==> config.mk <==
export PLATFORM = sky130hd
export DESIGN_NAME = sync_event_arbiter
export DESIGN_NICKNAME = d
export VERILOG_FILES = /design/src/rtl/sync_evt_pkg.sv /design/src/rtl/sync_edge_det.sv /design/src/rtl/sync_event_arbiter.sv
export SDC_FILE = /design/constraint.sdc
export NUM_CORES = 1
export LEC_CHECK = 0
export ABC_AREA = 1
export CAP_MARGIN = 0
export CELL_PAD_IN_SITES_DETAIL_PLACEMENT = 1
export CELL_PAD_IN_SITES_GLOBAL_PLACEMENT = 1
export CORE_MARGIN = 4
export CORE_UTILIZATION = 39
export DETAILED_ROUTE_END_ITERATION = 8
export PLACE_DENSITY_LB_ADDON = 0.1
export SYNTH_ARGS = -nofsm -noshare
export SYNTH_HDL_FRONTEND = slang
export SYNTH_SLANG_ARGS = --single-unit
==> constraint.sdc <==
create_clock -name CLOCK -period 4.3 [get_ports CLOCK]
set_clock_uncertainty 0.1 [all_clocks]
set_input_delay 0.86 -clock CLOCK [delete_from_list [all_inputs] [get_ports CLOCK]]
set_output_delay 0.86 -clock CLOCK [all_outputs]
set_load 0.05 [all_outputs]
==> src/rtl/sync_evt_pkg.sv <==
// ============================================================================
// Module : sync_evt_pkg
// Brief  : Shared types, constants and round-robin search for sync_event_arbiter
// Rev    : 1.0  initial release
// ============================================================================
`default_nettype none

package sync_evt_pkg;

    localparam int c_TIMEOUT_CYC_DEF = 255;
    localparam int c_RR_MAX          = 16;

    typedef logic [0:0] evt_state_t;

    localparam evt_state_t ST_IDLE  = 1'b0;
    localparam evt_state_t ST_GRANT = 1'b1;

    // First set bit of req at or after start, wrapping modulo n (n <= 16).
    function automatic logic [3:0] rr_find_first(
        input logic [15:0] req,
        input logic [3:0]  start,
        input int          n
    );
        logic [3:0] v_sel;
        logic       v_found;
        logic [4:0] v_sum;
        v_sel   = start;
        v_found = 1'b0;
        for (int i = 0; i < c_RR_MAX; i++) begin
            if (i < n) begin
                v_sum = {1'b0, start} + 5'(i);
                if (v_sum >= 5'(n)) begin
                    v_sum = v_sum - 5'(n);
                end
                if (!v_found && req[v_sum[3:0]]) begin
                    v_sel   = v_sum[3:0];
                    v_found = 1'b1;
                end
            end
        end
        return v_sel;
    endfunction

endpackage

`default_nettype wire

==> src/rtl/sync_edge_det.sv <==
// ============================================================================
// Module : sync_edge_det
// Brief  : Two-flop synchroniser plus rising-edge detect for one event line
// Rev    : 1.0  initial release
// ============================================================================
`default_nettype none

module sync_edge_det (
    input  logic CLOCK,
    input  logic RESET,
    input  logic d,
    output logic rise
);

    logic r_s0;
    logic r_s1;
    logic r_s2;

    always_ff @(posedge CLOCK) begin
        if (RESET) begin
            r_s0 <= 1'b0;
            r_s1 <= 1'b0;
            r_s2 <= 1'b0;
        end else begin
            r_s0 <= d;
            r_s1 <= r_s0;
            r_s2 <= r_s1;
        end
    end

    // r_s2 clears in reset, so a line held high across release yields one edge.
    assign rise = r_s1 & ~r_s2;

endmodule

`default_nettype wire

==> src/rtl/sync_event_arbiter.sv <==
// ============================================================================
// Module : sync_event_arbiter
// Brief  : Synchronises async event lines, latches them as pending and offers
//          them one at a time, round-robin, on a valid/ready port.
//          Optional grant timeout enabled by defining SYNC_EVT_TIMEOUT_EN.
// Rev    : 1.0  initial release
// ============================================================================
`default_nettype none

module sync_event_arbiter
    import sync_evt_pkg::*;
#(
    parameter  int NUM_REQ     = 4,
    parameter  int TIMEOUT_CYC = c_TIMEOUT_CYC_DEF,
    localparam int IDX_W       = $clog2(NUM_REQ)
) (
    input  logic               CLOCK,
    input  logic               RESET,
    input  logic [NUM_REQ-1:0] async_req,
    output logic               evt_valid,
    output logic [IDX_W-1:0]   evt_id,
    input  logic               evt_ready,
    output logic [NUM_REQ-1:0] pending,
    output logic [NUM_REQ-1:0] overflow,
    input  logic [NUM_REQ-1:0] ovf_clr,
    output logic               timeout
);

    if (NUM_REQ < 2 || NUM_REQ > c_RR_MAX || TIMEOUT_CYC < 2) begin : g_param_check
        $error("sync_event_arbiter: NUM_REQ must be 2..16 and TIMEOUT_CYC >= 2");
    end

    logic [NUM_REQ-1:0] w_rise;
    logic [NUM_REQ-1:0] r_pending;
    logic [NUM_REQ-1:0] r_overflow;
    logic [NUM_REQ-1:0] w_xfer_mask;
    logic [NUM_REQ-1:0] w_done_mask;
    logic [15:0]        w_req16;
    evt_state_t         r_state;
    logic [IDX_W-1:0]   r_id;
    logic [IDX_W-1:0]   r_ptr;
    logic [IDX_W-1:0]   w_pick;
    logic [IDX_W-1:0]   w_ptr_nxt;
    logic               w_grant;
    logic               w_xfer;
    logic               w_drop;

    for (genvar g = 0; g < NUM_REQ; g++) begin : g_sync
        sync_edge_det u_edge (
            .CLOCK (CLOCK),
            .RESET (RESET),
            .d     (async_req[g]),
            .rise  (w_rise[g])
        );
    end

    assign w_grant     = (r_state == ST_GRANT);
    assign w_xfer      = w_grant && evt_ready;
    assign w_xfer_mask = w_xfer ? (NUM_REQ'(1) << r_id) : '0;
    assign w_done_mask = (w_xfer || w_drop) ? (NUM_REQ'(1) << r_id) : '0;

    assign w_req16   = 16'(r_pending);
    assign w_pick    = IDX_W'(rr_find_first(w_req16, 4'(r_ptr), NUM_REQ));
    assign w_ptr_nxt = (r_id == IDX_W'(NUM_REQ - 1)) ? '0 : r_id + 1'b1;

    // Rise is OR-ed in after the clear, so a new edge beats delivery of the old one.
    always_ff @(posedge CLOCK) begin
        if (RESET) begin
            r_pending  <= '0;
            r_overflow <= '0;
        end else begin
            r_pending  <= (r_pending & ~w_done_mask) | w_rise;
            r_overflow <= (r_overflow & ~ovf_clr) | (w_rise & r_pending & ~w_xfer_mask);
        end
    end

    always_ff @(posedge CLOCK) begin
        if (RESET) begin
            r_state <= ST_IDLE;
            r_id    <= '0;
            r_ptr   <= '0;
        end else begin
            case (r_state)
                ST_IDLE: begin
                    if (|r_pending) begin
                        r_state <= ST_GRANT;
                        r_id    <= w_pick;
                    end
                end
                ST_GRANT: begin
                    if (w_xfer || w_drop) begin
                        r_state <= ST_IDLE;
                        r_ptr   <= w_ptr_nxt;
                    end
                end
                default: r_state <= ST_IDLE;
            endcase
        end
    end

`ifdef SYNC_EVT_TIMEOUT_EN
    localparam int c_CNT_W = (TIMEOUT_CYC > 255) ? $clog2(TIMEOUT_CYC + 1) : 8;

    logic [c_CNT_W-1:0] r_cnt;
    logic               r_timeout;

    // Counter reads 0 in the first GRANT cycle, so the offer lasts TIMEOUT_CYC cycles.
    assign w_drop = w_grant && !evt_ready && (r_cnt == c_CNT_W'(TIMEOUT_CYC - 1));

    always_ff @(posedge CLOCK) begin
        if (RESET) begin
            r_cnt     <= '0;
            r_timeout <= 1'b0;
        end else begin
            if (!w_grant || w_xfer || w_drop) begin
                r_cnt <= '0;
            end else begin
                r_cnt <= r_cnt + 1'b1;
            end
            if (w_drop) begin
                r_timeout <= 1'b1;
            end
        end
    end

    assign timeout = r_timeout;
`else
    assign w_drop  = 1'b0;
    assign timeout = 1'b0;
`endif

    assign evt_valid = w_grant;
    assign evt_id    = r_id;
    assign pending   = r_pending;
    assign overflow  = r_overflow;

endmodule

`default_nettype wire
==> impl_metrics.csv, run 1 <==
group,metric,value,unit
sta,max_slew_violation_total_from_the_final_report,0,
critical_path,critical_path.startpoint_type,"flop",
floorplan,number_of_standard_cell_rows_in_the_floorplan,19,
cts,clock_tree.htree_level_count,1,
finish,layout.filler_cells,372,
finish,design.final.nets,205,
pwr,design_power_total,0.513,mW
sta,hold_violations,0,
finish,post_route_cells_drive_above_1_share,9.19,%
place,gp_congestion,0.770,
cts,clk_transition_reported_paths,140,ps
cts,clk_latency,330,ps
cts,cts_root_buf,"clkbuf_4",
sta,setup_repair_after_global_routing_missed_its_margin,"no",
cts,post_cts_resize_count,0,
global_route,maximum_number_of_pins_on_one_net_before_global_route_repair,26,
pwr,share_clk_of_total_power,22.2,%
synth,post_synth.cell_area_avg,7.29,µm²
cts,clock_sinks,25,
routing,drt_first_pass_iters,4,
pwr,vdd_ir_drop_max,0.184,mV
pwr,sw_frac_of_total,34.8,%
floorplan,starting_utilization_of_the_core_area,41.9,%
floorplan,design.die.area,4010,µm²
floorplan,die_h,63.4,µm
critical_path,timing.critical_path.max_delay_family,"buffers and inverters",
critical_path,max_stage_delay,860,ps
synth,synth-async-reset-ratio,0,%
routing,viasPerCell,4.80,
synth,post_synth_edffs,0,
synth,dominantRegCellSynth,"dfxtp_1",
job,maxCapViolCount,0,
floorplan,floorplan.die.width,63.4,µm
pwr,internal-power,0.334,mW
finish,area_growth_syn_to_layout,21.9,%
sta,finalWorstPathRequiredPeriod,2640,ps
critical_path,timing.critical_path.buf_inv,1,
cts,cts.path.max_buffers,2,
global_route,number_of_antenna_violations_at_the_first_check_in_global_routing,0,
place,post-dp-hpwl,2050,µm
place,buffer_ports.inserted,21,
routing,wire_per_inst,11.8,µm
status,outcome,"complete, no violations",
synth,synth_cell_type_count,21,
routing,vias,1037,
synth,synth.cell_area,1190,µm²
sta,maxSlewHeadroom,42.9,%
cts,cts_tree,"done",
pwr,cellLeakagePower,0.686,nW
synth,postSynthCellCount,164,
critical_path,path_cells,"clkdlybuf4s50_1",
pwr,power_density,352,nW/µm²
floorplan,core-area,2850,µm²
routing,dr.first_iter.drc_count,6,
routing,detail_route.drc_violations,0,
global_route,grt_remaining_overflow,0,
critical_path,timing.critical_path.required,3340,ps
synth,synth_nets,183,
cts,number_of_buffers_inserted_during_clock_tree_synthesis,3,
synth,ys_warn_count,0,
critical_path,setup.worst_path.end_class,"output pin",
global_route,vias_in_the_first_global_route,1086,
pwr,p_comb_share,27.6,%
sta,setup-violations-final,0,
routing,route.antenna.remaining_nets,0,
global_route,grt_pass1_wl,4650,µm
sta,fmax,378,MHz
finish,antenna_cells,0,
sta,worst_slew_pin_tran,854,ps
critical_path,crit_slowest_cell,"clkdlybuf4s50_1",
pwr,power_switching,0.178,mW
synth,synth.yosys.seq_area_share,41.9,%
routing,detail_route.wirelength,2550,µm
sta,setup-tns-final,0,ps
floorplan,num_io_pins,23,
critical_path,worst-path-max-fanout,5,
cts,cts-hold-fix-buffers,0,
global_route,grt_resource_usage_total,14.3,%
cts,cts_setup_buffers,0,
hold_path,holdCritPathClass,"flop to flop",
critical_path,critPathKind,"flop to output pin",
sta,finalCritPeriodShare,61.5,%
pwr,seq_power_share,50.2,%
critical_path,worst-endpoint-arrival,1680,ps
synth,synth.ff_latch_count,25,
-- state kept, by name, indices dropped and copies added, names as in the netlist --
| name | count |
|---|---|
| g_sync.u_edge.r_s0 | 4 |
| g_sync.u_edge.r_s1 | 4 |
| g_sync.u_edge.r_s2 | 4 |
| overflow | 4 |
| pending | 4 |
| evt_id | 2 |
| r_ptr | 2 |
| evt_valid | 1 |
-- final timing paths --
path,from,end,slack [ps],cells after the start
worst min register to register,g_sync[2].u_edge.r_s0$_SDFF_PP0_,g_sync[2].u_edge.r_s1$_SDFF_PP0_,320,2
worst max-delay path,pending[1]$_SDFF_PP0_,pending[1],1660,1
worst min-delay path,g_sync[2].u_edge.r_s0$_SDFF_PP0_,g_sync[2].u_edge.r_s1$_SDFF_PP0_,320,2
worst max register to register,r_ptr[0]$_SDFFE_PP0P_,evt_id[1]$_SDFFE_PP0P_,2170,12
-- Yosys cell counts (2+ instances only) --
master | count | area share [%]
a2bb2oi_1 | 4 | 2.9
clkbuf_1 | 3 | 0.94
or2_2 | 4 | 2.1
ha_1 | 8 | 8.4
o21ai_0 | 3 | 1.3
nand2_2 | 5 | 2.6
dfxtp_1 | 25 | 42
nor2_1 | 19 | 6.0
inv_1 | 33 | 10
a21oi_1 | 6 | 2.5
nand2_1 | 31 | 9.7
nand3_1 | 13 | 5.4
a211oi_1 | 2 | 1.3
-- power by group through the flow --
stage | registers [mW] | clock network [mW] | logic, mW
floorplan | 0.282 | 0 | 0.0799
global placement | 0.262 | 0 | 0.137
detailed placement | 0.263 | 0 | 0.143
CTS | 0.258 | 0.119 | 0.144
global route | 0.260 | 0.129 | 0.161
finish | 0.257 | 0.114 | 0.141
-- per-layer routing --
metal	GRT usage (%)	wire [µm]
met5	0	0
met4	6.47	34
met3	2.84	97
met2	22.7	1150
met1	18.7	1260
-- cell families after synthesis --
| family | count (synthesis) | synth area share, % |
|---|---|---|
| simple gates | 75 | 27.9 |
| fa+ha+maj | 8 | 8.38 |
| compound gates | 17 | 9.32 |
| flops | 25 | 41.9 |
| other cells | 1 | 0.314 |
| buf+inv | 38 | 12.3 |
-- per-stage QoR --
step,worst slack [ps],instance area (µm²),instances,hold slack (ps),utilization (%)
2_1_floorplan,2490,1190,164,288,-
3_3_place_gp,1940,1430,212,296,50.0
3_5_place_dp,1890,1430,212,296,50.0
4_1_cts,1630,1460,216,320,51.1
5_1_grt,1580,1460,216,336,51.1
6_report,1660,1460,216,316,51.1
-- cells in the final DEF, fill, tap and decap left out, drive strengths merged --
cell	count
inv	35
conb	1
a211oi	2
nor4	1
nor2	21
a2bb2oi	4
nand3	13
a21oi	7
dfxtp	25
clkdlybuf4s50	21
nand2	36
o211ai	1
clkbuf	3
ha	8
o21ai	3
or2	4
-- area by class of cell --
class	instances	area (µm²)	share of cell area, %
Tap cell	31	38.8	2.66
Inverter	34	128	8.76
Clock buffer	3	22.5	1.55
Timing Repair Buffer	21	210	14.4
Clock inverter	1	8.76	0.601
Sequential cell	25	500	34.4
Multi-Input combinational cell	101	548	37.6
(Power assumes the default switching activity.)
==> run 2, diff against run 1 <==
CORE_UTILIZATION = 36   (was 39)
clock period = 2.6 ns   (was 4.3 ns; I/O delays follow)
==> run 2 against run 1 <==
  * Routed wire length is 10% higher
  * Flip-flop and latch count stayed put
  * Non-clock buffer count is 2 higher
  * Worst setup slack worse by 1300 ps
  * Cell count is 6.9% higher
==> impl_metrics.csv, run 2 (same netlist as run 1, synthesis figures left out) <==
group,metric,value,unit
floorplan,starting_utilization_of_the_core_area,38.5,%
finish,fin_area,1490,µm²
pwr,cellLeakagePower,0.696,nW
finish,mostFrequentLayoutCells,"33 x inv_1, 31 x nand2_1, 25 x dfxtp_1",
critical_path,worst-path-max-fanout,5,
global_route,maximum_number_of_pins_on_one_net_before_global_route_repair,17,
sta,fin_hold_ws,315,ps
critical_path,critical_path.startpoint_type,"flop",
critical_path,crit_slowest_cell,"clkdlybuf4s50_1",
global_route,grt_pass1_wl,5160,µm
global_route,number_of_antenna_violations_at_the_first_check_in_global_routing,0,
pwr,power_density,577,nW/µm²
cts,clk_transition_reported_paths,150,ps
place,place_inst,227,
cts,cts_root_buf,"clkbuf_4",
pwr,vdd_ir_drop_max,0.307,mV
floorplan,design.die.area,4300,µm²
finish,finalNonFillerCells,231,
floorplan,die_h,65.6,µm
sta,finalCritPeriodShare,87.4,%
finish,antenna_cells,0,
global_route,vias_in_the_first_global_route,1171,
place,dpl_worst_slack,589,ps
floorplan,number_of_standard_cell_rows_in_the_floorplan,20,
routing,route.antenna.remaining_nets,0,
status,outcome,"complete, no violations",
hold_path,holdCritPathClass,"flop to flop",
sta,maxSlewHeadroom,66.0,%
cts,number_of_buffers_inserted_during_clock_tree_synthesis,3,
critical_path,setup.worst_path.end_class,"output pin",
cts,clock_sinks,25,
job,maxCapViolCount,0,
finish,layout_commonest_cell,"inv_1",
finish,finish.utilization,47.9,%
sta,hold_violations,0,
critical_path,timing.critical_path.required,1980,ps
routing,detail_route.wirelength,2820,µm
cts,clock_tree.htree_level_count,1,
critical_path,path_cells,"clkdlybuf4s50_1",
global_route,grt_resource_usage_total,15.1,%
routing,dr.first_iter.drc_count,44,
critical_path,timing.critical_path.buf_inv,1,
place,place_area,1460,µm²
global_route,grt_remaining_overflow,0,
place,buffer_ports.inserted,21,
sta,max_slew_violation_total_from_the_final_report,0,
routing,wire_per_inst,12.2,µm
finish,design.final.nets,207,
routing,drt_first_pass_iters,4,
cts,clk_latency,330,ps
cts,post_cts_resize_count,0,
routing,vias,1067,
routing,viasPerCell,4.62,
floorplan,core-area,3100,µm²
place,gp_congestion,0.753,
finish,post_route_cells_drive_above_1_share,10.2,%
finish,area_growth_syn_to_layout,24.5,%
critical_path,worst-endpoint-arrival,1650,ps
cts,cts.path.max_buffers,2,
sta,setup_repair_after_global_routing_missed_its_margin,"no",
cts,cts_tree,"done",
critical_path,critPathKind,"flop to output pin",
critical_path,max_stage_delay,850,ps
sta,finalWorstSetupSlack,327,ps
floorplan,floorplan.die.width,65.6,µm
cts,cts_setup_buffers,0,
routing,detail_route.drc_violations,0,
sta,finalWorstPathRequiredPeriod,2270,ps
pwr,design_power_total,0.858,mW
sta,worst_slew_pin_tran,508,ps
place,post-dp-hpwl,2280,µm
floorplan,num_io_pins,23,
sta,fmax,440,MHz
sta,setup-violations-final,0,
sta,setup-tns-final,0,ps
cts,cts-hold-fix-buffers,0,
critical_path,timing.critical_path.max_delay_family,"buffers and inverters",
run 2: cell count changes in the layout (fill, tap and decap cells not counted), sizes merged:
cell	change
buf	+2
run 2: layer usage:
layer	vias to the layer above	routed length (µm)	global-route usage [%]
met5	-	0	0
met4	0	14	3.11
met3	4	133	3.76
met2	21	1360	27.1
met1	502	1310	18.1
li1	540	-	-
run 2: layout make-up:
| cell class | count | area, µm² |
|---|---|---|
| clock buffer | 3 | 22.5 |
| clock inverter | 1 | 8.76 |
| timing repair buffer | 23 | 225 |
| fill | 412 | 1620 |
| inverter | 34 | 128 |
| multi-input combinational | 101 | 548 |
| sequential | 25 | 500 |
| tap | 44 | 55.1 |
run 2: final timing paths:
check | start | slack (ps) | cells past startpoint | end
worst max-delay path | pending[1]$_SDFF_PP0_ | 330 | 1 | pending[1]
worst min-delay path | g_sync[2].u_edge.r_s0$_SDFF_PP0_ | 320 | 2 | g_sync[2].u_edge.r_s1$_SDFF_PP0_
worst max register to register | r_ptr[1]$_SDFFE_PP0P_ | 590 | 12 | evt_id[1]$_SDFFE_PP0P_
worst min register to register | g_sync[2].u_edge.r_s0$_SDFF_PP0_ | 320 | 2 | g_sync[2].u_edge.r_s1$_SDFF_PP0_
run 2: worst register-to-register path: stages, from the launching register on:
cell and delay [ps]:
dfxtp_1 430, inv_1 160, ha_1 380, inv_1 100, nand3_1 130, nand2_1 70, nor2_2 120, nand2_1 80
nand2_1 60, nand3_1 60, nand2_1 70, nand2_1 80, a21oi_2 110
run 2: power by group:
group	internal [mW]	leakage [nW]	switching, mW
Clock	0.0627	0.0183	0.128
Combinational	0.0878	0.473	0.156
Sequential	0.404	0.205	0.0191
